<file path="src/rtl/nibble_serial_tx.sv">
// -----------------------------------------------------------------------------
// nibble_serial_tx
//
// Framed serial transmitter. A parallel word captured from the 4-bit register
// stage is sent on a single line as a start bit (0), DATA_W data bits LSB
// first, and a stop bit (1). Each bit is held for CLKS_PER_BIT clock cycles.
// A frame occupies (DATA_W+2)*CLKS_PER_BIT cycles after the accepting edge.
// The cycle after the last stop-bit cycle is an IDLE cycle that carries the
// one-cycle done pulse, and a new load is accepted in that cycle.
//
// Parameters:
//   DATA_W        data bits per frame (>= 1)
//   CLKS_PER_BIT  clock cycles per serial bit (>= 1)
//
// Ports:
//   clk    in   sole clock, rising edge
//   reset  in   asynchronous active-high reset; aborts any frame at once
//   d      in   word to send, sampled only on an accepted load
//   load   in   start-of-frame request, honoured only while ready is high
//   ready  out  high when a load will be accepted this cycle (IDLE)
//   tx     out  serial line, idles high
//   done   out  one-cycle pulse in the IDLE cycle that follows a frame
//
// All outputs come straight from flops; load and d never reach an output
// combinationally.
// -----------------------------------------------------------------------------

// Protocol checks on the transmitter outputs; assertions only, no logic.
module nibble_serial_tx_chk (
  input logic clk,
  input logic reset,
  input logic tx,
  input logic ready,
  input logic done
);

  // done only ever appears in an IDLE cycle, where the line is high
  a_done_idle : assert property (@(posedge clk) disable iff (reset)
    done |-> (ready && tx));

  // whenever a load can be taken the line must be idling high
  a_ready_tx : assert property (@(posedge clk) disable iff (reset)
    ready |-> tx);

  // a frame is at least three cycles, so done can never repeat back to back
  a_done_pulse : assert property (@(posedge clk) disable iff (reset)
    done |=> !done);

endmodule

module nibble_serial_tx #(
  parameter int DATA_W       = 4,
  parameter int CLKS_PER_BIT = 4
) (
  input  logic              clk,
  input  logic              reset,
  input  logic [DATA_W-1:0] d,
  input  logic              load,
  output logic              ready,
  output logic              tx,
  output logic              done
);

  // Counter widths never drop below one bit so CLKS_PER_BIT=1 / DATA_W=1
  // still give legal vectors.
  localparam int CNT_W = (CLKS_PER_BIT > 1) ? $clog2(CLKS_PER_BIT) : 1;
  localparam int BIT_W = (DATA_W > 1) ? $clog2(DATA_W) : 1;

  localparam logic [CNT_W-1:0] CNT_LAST = CNT_W'(CLKS_PER_BIT - 1);
  localparam logic [CNT_W-1:0] CNT_ONE  = CNT_W'(1);
  localparam logic [CNT_W-1:0] CNT_ZERO = {CNT_W{1'b0}};
  localparam logic [BIT_W-1:0] BIT_LAST = BIT_W'(DATA_W - 1);
  localparam logic [BIT_W-1:0] BIT_ONE  = BIT_W'(1);
  localparam logic [BIT_W-1:0] BIT_ZERO = {BIT_W{1'b0}};

  typedef enum logic [1:0] {
    IDLE  = 2'd0,
    START = 2'd1,
    DATA  = 2'd2,
    STOP  = 2'd3
  } state_t;

  state_t              state_r;
  logic [DATA_W-1:0]   shift_r;
  logic [BIT_W-1:0]    bit_cnt_r;
  logic [CNT_W-1:0]    cyc_cnt_r;
  logic                tx_r;
  logic                ready_r;
  logic                done_r;

  logic                bit_end_s;
  logic [DATA_W-1:0]   shift_next_s;

  // Bit-boundary detect and the post-shift word used to pre-load tx.
  always_comb begin
    bit_end_s    = 1'b0;
    shift_next_s = shift_r >> 1'b1;
    if (cyc_cnt_r == CNT_LAST) begin
      bit_end_s = 1'b1;
    end else begin
      bit_end_s = 1'b0;
    end
  end

  // Frame sequencer. tx/ready/done are loaded on the same edge as the state
  // change so that the registered outputs line up with the state they
  // describe, with no decode delay and no path from load/d to the pins.
  always_ff @(posedge clk or posedge reset) begin
    if (reset) begin
      state_r   <= IDLE;
      shift_r   <= {DATA_W{1'b0}};
      bit_cnt_r <= BIT_ZERO;
      cyc_cnt_r <= CNT_ZERO;
      tx_r      <= 1'b1;
      ready_r   <= 1'b1;
      done_r    <= 1'b0;
    end else begin
      // done is a single-cycle pulse; only the STOP exit raises it
      done_r <= 1'b0;
      case (state_r)
        IDLE: begin
          if (load) begin
            shift_r   <= d;
            bit_cnt_r <= BIT_ZERO;
            cyc_cnt_r <= CNT_ZERO;
            state_r   <= START;
            tx_r      <= 1'b0;
            ready_r   <= 1'b0;
          end else begin
            tx_r    <= 1'b1;
            ready_r <= 1'b1;
          end
        end

        START: begin
          if (bit_end_s) begin
            cyc_cnt_r <= CNT_ZERO;
            bit_cnt_r <= BIT_ZERO;
            state_r   <= DATA;
            tx_r      <= shift_r[0];
          end else begin
            cyc_cnt_r <= cyc_cnt_r + CNT_ONE;
          end
        end

        DATA: begin
          if (bit_end_s) begin
            cyc_cnt_r <= CNT_ZERO;
            shift_r   <= shift_next_s;
            if (bit_cnt_r == BIT_LAST) begin
              state_r <= STOP;
              tx_r    <= 1'b1;
            end else begin
              bit_cnt_r <= bit_cnt_r + BIT_ONE;
              // next data bit is what lands in bit 0 after this shift
              tx_r      <= shift_next_s[0];
            end
          end else begin
            cyc_cnt_r <= cyc_cnt_r + CNT_ONE;
          end
        end

        STOP: begin
          if (bit_end_s) begin
            cyc_cnt_r <= CNT_ZERO;
            state_r   <= IDLE;
            tx_r      <= 1'b1;
            ready_r   <= 1'b1;
            done_r    <= 1'b1;
          end else begin
            cyc_cnt_r <= cyc_cnt_r + CNT_ONE;
          end
        end

        default: begin
          // unreachable encoding: fall back to a safe idle line
          state_r   <= IDLE;
          cyc_cnt_r <= CNT_ZERO;
          bit_cnt_r <= BIT_ZERO;
          tx_r      <= 1'b1;
          ready_r   <= 1'b1;
        end
      endcase
    end
  end

  assign tx    = tx_r;
  assign ready = ready_r;
  assign done  = done_r;

  nibble_serial_tx_chk u_chk (
    .clk   (clk),
    .reset (reset),
    .tx    (tx_r),
    .ready (ready_r),
    .done  (done_r)
  );

endmodule

</file>
<file path="config.mk">
export PLATFORM = sky130hd
export DESIGN_NAME = nibble_serial_tx
export DESIGN_NICKNAME = d
export VERILOG_FILES = /design/src/rtl/nibble_serial_tx.sv
export SDC_FILE = /design/constraint.sdc
export NUM_CORES = 1
export LEC_CHECK = 0
export BUFFER_PORTS_ARGS = -buffer_cell sky130_fd_sc_hd__buf_2
export CAP_MARGIN = 20
export CORE_ASPECT_RATIO = 0.7
export CORE_MARGIN = 1
export CORE_UTILIZATION = 37
export DETAILED_ROUTE_END_ITERATION = 6
export RECOVER_POWER = 100
export SLEW_MARGIN = 20
export SYNTH_ARGS = -nofsm -noshare
export SYNTH_HDL_FRONTEND = slang
export SYNTH_SLANG_ARGS = --single-unit
</file>
<file path="constraint.sdc">
create_clock -name clk -period 3.4 [get_ports clk]
set_input_delay 0.17 -clock clk [delete_from_list [all_inputs] [get_ports clk]]
set_output_delay 0.17 -clock clk [all_outputs]
set_load 0.1 [all_outputs]
</file>
---- Word-level counts from Yosys, hierarchy flattened ----
Cells that the tools add are included.
storage, ports and cells
  output and inout bits ................... 3
  logic and storage cells ................. 55
  input port bits ......................... 7
  flip-flop bits (word level) ............. 13
operators by class
  $add $sub $neg .......................... 2
  reductions and logical operators ........ 10
  multiplexer cells ....................... 25
  equality and inequality tests ........... 11
operators with widths
  cell                                           number
  2-to-1 mux 2 bit                               9
  inequality test 2 bit, second input constant   6
  AND reduction 5 bit                            2
  == test 2 bit, second input constant           4
  2-to-1 mux 1 bit                               8
  2-to-1 mux 4 bit                               2
  one-hot mux 2 bit (4 select lines)             1
  one-hot mux 4 bit (2 select lines)             1
  one-hot mux 2 bit (3 select lines)             1
  AND reduction 3 bit                            2
  adder 2 x 1 -> 2 bit, second input constant    2
  one-hot mux 1 bit (4 select lines)             1
  one-hot mux 2 bit (2 select lines)             1
  nonzero test 2 bit                             2
  nonzero test 3 bit                             1
  OR reduction 3 bit                             1
  == test 2 x 1 -> 1 bit, second input constant  1
  logical NOT 2 bit                              1
  one-hot mux 1 bit (2 select lines)             1
  AND reduction 2 bit                            1

---- Depth between registers and ports, before layout ----
Gate-level depths: netlist of run 1.
  depth after elaboration ................. 4
  depth in mapped cells ................... 6
  mapped depth without buffers ............ 5

---- Least setup slack after synthesis of run 1 ----
No wires, ideal clock.
  kind .................................... flip-flop to flip-flop
  start point ............................. register state_r[0]
  end point ............................... register state_r[1]
  slack ................................... 1,725 ps
  path buffers ............................ 0
  setup time .............................. 128 ps
  arrival time ............................ 1,547 ps
  cell stages (with the launch flop) ...... 6
  cells stage by stage .................... dfrtp_1 inv_1 ha_1 o21ba_4 a2111oi_4 mux2_1
on the way
  longest elaborated chain between the ends .. 3
  elaborated cells on any way between the ends .. 11
  classes of those cells .................. eq/ne: 8; mux: 1; reduce/logical: 2
RTL lines
  element                                      RTL line  text
  start, declared                              83        state_t state_r;
  start signal, assigned                       110       state_r <= IDLE;
  start signal, assigned                       126       state_r <= START;
  start signal, assigned                       139       state_r <= DATA;
  == test 2 bit, or another cell as far along  120       case (state_r)
  inequality test 2 bit (no source line)       --
  AND reduction 5 bit (no source line)         --
Parallel ways exist; a longest one is shown, timed or not.
A chain may end at the register's enable or synchronous reset.

---- Final worst setup path of run 1 ----
Same ends and word-level chain as after synthesis.

==> flow_summary_export.csv, run 1 <==
group,metric,value,unit
layout,finalInstanceArea,846,µm²
power_and_ir_drop,vdd_drop_max,0.326,mV
setup_path,path_max_fanout,12,
timing,period_share,67.7,%
logic_synthesis,synth.top_cell.area_share,34.9,%
setup_path,critical_path_class,"reg2reg",
floorplan,fp.dieW,57.2,µm
clock_network,numCtsBuffers,3,
setup_path,startpoint_type,"register",
place,hpwlAfterDp,1040,µm
logic_synthesis,synth_seq_cells,13,
logic_synthesis,yosysTopAreaCell,"dfrtp_1",
power_and_ir_drop,cellLeakagePower,0.400,nW
clock_network,cts_buffer_depth,2,
clock_network,clk_latency,0.27,ns
power_and_ir_drop,total_power,920,µW
clock_network,path_clk_slew,0.09,ns
hold_path,hold_path_class,"in2reg",
run_status,violations,"design-rule violations",
drt,via_per_inst,5.29,
place,gp_congestion,0.754,
setup_path,arrival,2.47,ns
place,dp.cells,95,
logic_synthesis,syn_avg_cell_area,11.8,µm²
layout,n_antenna_cell,0,
setup_path,rrSetupSlack,1.10,ns
logic_synthesis,synthDistinctLibCells,30,
clock_network,cts_tree,"built",
drt,vias,529,
timing,setup_ws,1.10,ns
layout,synthToLayoutAreaGrowth,7.30,%
logic_synthesis,synthTopCellsByArea,"dfrtp_1, mux2_2, ha_1, dfstp_2, a2111oi_4",
global_routing,antenna_found_initial,0,
setup_path,end_kind,"register",
logic_synthesis,syn_nets,81,
clock_network,clock-root-buffer,"clkbuf_4",
drt,wirelength,1420,µm
timing,setup_tns,0,ns
timing,max_freq,435,MHz
global_routing,grt_pass1_wl,2260,µm
timing,fin_crit,2.30,ns
global_routing,grt.total_usage,14.3,%
run,drv_cap,0,
timing,setup_viol,0,
layout,final_util,43.7,%
setup_path,required,3.56,ns
global_routing,grt_start_max_net_pins,14,
drt,wire_per_inst,14.2,µm
clock_network,clock-sinks,13,
global_routing,grt_pass1_vias,498,
floorplan,initial_utilization,40.7,%
timing,slew_viol_final,0,
drt,postRouteAntennaNets,0,
logic_synthesis,synthCells,67,
timing,fin_worst_skew,0.0101,ns
layout,fin_cells,100,
timing,tightest_slew,1.16,ns
floorplan,rows,13,
floorplan,core-area,0.00194,mm²
drt,drtIter0Drc,9,
logic_synthesis,syn_area,788,µm²
clock_network,cts-resized-gates,0,
clock_network,cts_max_level,1,
timing,max_slew_margin,23.0,%
logic_synthesis,seq_area_frac_synth,41.6,%
timing,rsz0062_at_grt,"false",
place,portBuffers,9,
floorplan,io-pin-count,10,
place,placed_area,846,µm²
logic_synthesis,yosys_warnings,0,
drt,drc_errors,2,
drt,first_pass_iters,6,
place,dp_slack,1.46,ns
timing,whs,0.220,ns
floorplan,die_height,40.6,µm
timing,final-hold-violation-count,0,
layout,drive_gt1_share,24.4,%
floorplan,dieArea,0.00232,mm²
layout,num-nets-final,93,
global_routing,grt_overflow,0,
power_and_ir_drop,power_density,1090,mW/mm²
run_status,outcome,"finished with violations",
[flip-flops by register name, summed over array words and instances, names as in the netlist]
register	flops
shift_r	4
ready	1
bit_cnt_r	2
cyc_cnt_r	2
state_r	2
tx	1
done	1
[cells in the mapped netlist]
cell       instances
nor2_1             1
o32a_1             1
inv_1              5
a2111oi_4          1
nand2_1            2
dfrtp_1           11
nand3b_1           1
a32o_1             1
and3_1             1
a211oi_1           1
nor3_1             1
o31ai_1            1
mux2_1             1
o21ai_0            4
a31oi_1            1
o21ba_4            1
a21o_1             1
ha_1               7
nor2b_1            4
nor2b_2            1
nor3_2             1
a211o_1            1
o22a_1             1
mux2_2             8
buf_2              3
and2_1             1
dfstp_2            2
a2111o_1           1
o31a_1             1
a21boi_0           1
[cell families after synthesis]
logic type                 Yosys count  share of synthesized area (%)
DFF                                 13                           41.6
buffers and inverters                8                           4.29
muxes                                9                           12.9
adders and majority gates            7                           11.1
and+or+nand+nor                     13                           10.2
AOI/OAI and AO/OA                   17                           20.0
[routing by layer]
| metal | share of wire (%) | global-route usage [%] |
|---|---|---|
| met1 | 55 | 18.2 |
| met2 | 41 | 20.9 |
| met3 | 3.6 | 5.68 |
| met4 | 0.77 | 8.54 |
| met5 | 0 | 0 |
[critical path, cell delays in order (launching register included)]
cell and delay [ns]:
dfrtp_1 0.41, inv_1 0.08, ha_1 0.34, o21ba_1 0.29, a2111oi_0 0.68, mux2_1 0.39
[what timing repair did]
| item | CTS | global route |
|---|---|---|
| buffers inserted | 0 | 0 |
| hold endpoints to repair | 11 | 0 |
| hold buffers | 1 | 0 |
[path summary, 6_finish.rpt]
check | cells past startpoint | start | to
worst max register to register | 5 | state_r[0] | state_r[1]
max in group asynchronous | 3 | reset | ready
worst min register to register | 1 | bit_cnt_r[1] | bit_cnt_r[1]
worst min-delay path | 3 | d[3] | shift_r[3]
min in group asynchronous | 3 | reset | cyc_cnt_r[0]
worst max-delay path | 5 | state_r[0] | state_r[1]
[power breakdown]
part           switching, mW  internal, mW
Clock                 0.0507        0.0454
Sequential            0.0495         0.237
Combinational          0.316         0.222
[cell type report]
cell class                 count  area (µm²)
sequential                    13         328
multi-input combinational     46         394
tap                           22        27.5
clock buffer                   4        26.3
inverter                       5        18.8
timing repair buffer          10        51.3
fill                         190        1090
[layout by cell type (no fill, tap or decap), drive strengths merged, types with 2 or more instances in the layout]
cell    instances
nor2b           5
dfrtp          11
nand2           2
buf             6
ha              7
o21ai           4
clkbuf          7
inv             5
nor3            2
dfstp           2
mux2            9
Power figures use the tool's default switching activity.
==> run 2, diff against run 1 <==
- ABC_AREA: unset -> 1
- clock period: 3.4 -> 1.9 ns (I/O delays scaled with it)
==> run 2 against run 1 <==
Critical path depth is 2 higher. Critical endpoint is now shift_r[3]. The run now ends clean. Register-to-register slack got worse by 0.82 ns. Clock power increased by 78%. Combinational power increased by 72%. Clock skew shrank 0.0084 ns.
==> flow_summary_export.csv, run 2 <==
group,metric,value,unit
clock_network,clk_latency,0.28,ns
layout,largest_reg_flops,4,
drt,first_pass_iters,4,
layout,fin_cells,126,
global_routing,grt_overflow,0,
drt,via_per_inst,4.43,
hold_path,min_from,"d[3]",
layout,num-nets-final,119,
setup_path,critical_path_class,"reg2reg",
timing,setup_viol,0,
timing,period_share,85.5,%
logic_synthesis,synth_seq_cells,13,
layout,layout_common_cells,"nand2_1, dfrtp_1, inv_1",
logic_synthesis,syn_avg_cell_area,8.24,µm²
setup_path,end_kind,"register",
timing,fin_worst_skew,0.00168,ns
clock_network,cts_buffer_depth,2,
logic_synthesis,yosys_warnings,0,
logic_synthesis,async_reset_ff_share,100,%
drt,postRouteAntennaNets,0,
logic_synthesis,synthTopCellsByArea,"dfrtp_1, nand2_1, ha_1, dfstp_2, inv_1",
setup_path,startpoint_type,"register",
global_routing,grt_pass1_wl,2220,µm
drt,drtIter0Drc,8,
logic_synthesis,yosysTopAreaCell,"dfrtp_1",
clock_network,cts_max_level,1,
drt,wirelength,1330,µm
place,portBuffers,9,
drt,wire_per_inst,10.5,µm
timing,tightest_slew,1.16,ns
layout,synthToLayoutAreaGrowth,14.2,%
layout,regArea,328,µm²
run_status,outcome,"finished, final reports clean",
logic_synthesis,seq_area_frac_synth,44.2,%
clock_network,cts_tree,"built",
setup_path,rrSetupSlack,0.28,ns
logic_synthesis,synthFlopType,"dfrtp_1",
global_routing,grt_start_max_net_pins,14,
timing,max_freq,615,MHz
setup_path,slowest_delay,0.42,ns
clock_network,cts-resized-gates,0,
place,gp_congestion,0.805,
setup_path,required,2.07,ns
floorplan,die_height,39.5,µm
floorplan,fp.dieW,55.5,µm
timing,rsz0062_at_grt,"false",
logic_synthesis,synthCells,90,
logic_synthesis,synth_common_cells,"nand2_1, dfrtp_1, inv_1",
setup_path,crit_slowest_cell,"dfrtp_1",
setup_path,path_buf_inv,2,
power_and_ir_drop,power_density,1890,mW/mm²
clock_network,clock-sinks,13,
timing,setup_tns,0,ns
setup_path,crit_path_start,"state_r[0]",
setup_path,cp_top_family,"simple AND/OR/NAND/NOR gates",
setup_path,path_max_fanout,9,
logic_synthesis,syn_nets,104,
hold_path,hold_path_class,"in2reg",
timing,max_slew_margin,23.0,%
setup_path,crit_chain,"inv_1 > ha_1 > inv_1 > nor2_1 > nor2_4 > nand3_1 > o21ai_0",
clock_network,postCtsSetupRepairBufs,0,
setup_path,critPathMostFrequentCell,"inv_1",
global_routing,grt.total_usage,14.4,%
drt,drc_errors,0,
clock_network,numCtsBuffers,3,
logic_synthesis,synth.top_cell.area_share,37.1,%
setup_path,r2r_start,"state_r[0]",
layout,final_util,45.3,%
layout,drive_gt1_share,16.3,%
timing,slew_viol_final,0,
layout,final_common_cell,"nand2_1",
place,dp.cells,121,
floorplan,rows,13,
clock_network,path_clk_slew,0.08,ns
place,hpwlAfterDp,1020,µm
layout,n_antenna_cell,0,
logic_synthesis,synthDistinctLibCells,20,
power_and_ir_drop,cellLeakagePower,0.458,nW
timing,whs,0.0519,ns
logic_synthesis,synth-edff-count,0,
timing,fin_crit,1.62,ns
floorplan,io-pin-count,10,
power_and_ir_drop,total_power,1.60,mW
logic_synthesis,syn_area,742,µm²
timing,final-hold-violation-count,0,
drt,vias,558,
floorplan,dieArea,0.00219,mm²
global_routing,grt_pass1_vias,466,
logic_synthesis,yosysMostFrequentCell,"nand2_1",
global_routing,antenna_found_initial,0,
clock_network,clock-root-buffer,"clkbuf_4",
layout,regMostFlops,"shift_r",
setup_path,arrival,1.79,ns
floorplan,initial_utilization,39.7,%
floorplan,core-area,0.00187,mm²
layout,multiInputGateArea,374,µm²
run,drv_cap,0,
power_and_ir_drop,vdd_drop_max,1.12,mV
layout,n_fill_cell,189,
## run 2: worst register-to-register path, cell delays in order, from the launching register on
cell     delay [ns]
dfrtp_1        0.42
inv_1          0.09
ha_1           0.27
inv_1          0.20
nor2_1         0.29
nor2_4         0.10
nand3_1        0.07
o21ai_0        0.08
## run 2: cell families (layout without fill, tap and decap cells)
family	after synthesis	in the layout	share of synthesized area, %
AND/OR/NAND/NOR	45	45	27.7
AO/OA/AOI/OAI	15	15	11.3
flip-flops	13	13	44.2
buffers and inverters	10	24	5.06
adder cells (fa/ha/maj)	7	7	11.8
## run 2: through the flow
step | setup WS (ns) | cell area (µm²)
2_1_floorplan | 0.567 | 742
3_3_place_gp | 0.436 | 815
3_5_place_dp | 0.376 | 815
4_1_cts | 0.350 | 851
5_1_grt | 0.125 | 847
6_report | 0.275 | 847
## run 2: per-layer routing
metal,share of wire (%),up-vias,GRT usage (%)
li1,-,313,-
met1,55,234,19.3
met2,40,9,20.5
met3,4.8,2,6.93
met4,0.75,0,3.75
met5,0,-,0
## run 2: final timing paths
check	endpoint	depth (start not counted)
min in group asynchronous	done	3
setup reg to reg	shift_r[3]	7
max in group asynchronous	ready	3
hold / removal	shift_r[3]	3
setup / recovery	shift_r[3]	7
hold reg to reg	bit_cnt_r[1]	2
## run 2: what timing repair did
item                                    CTS  global route
hold buffers                              1             0
hold endpoints to repair                 11             0
endpoints found under the setup margin    0             0
## run 2: area by class of cell
class | instances | share of cell area (%)
clock buffers | 4 | 3.10
well taps | 22 | 3.25
repair buffers | 10 | 6.35
multi-input cells | 67 | 44.2
inverters | 10 | 4.43
flip-flops and latches | 13 | 38.7
## run 2: report_power, final
part / switching, mW / internal [mW]
sequential: 0.0809 / 0.422
clock: 0.0899 / 0.0815
combinational: 0.641 / 0.283
total: 0.812 / 0.786
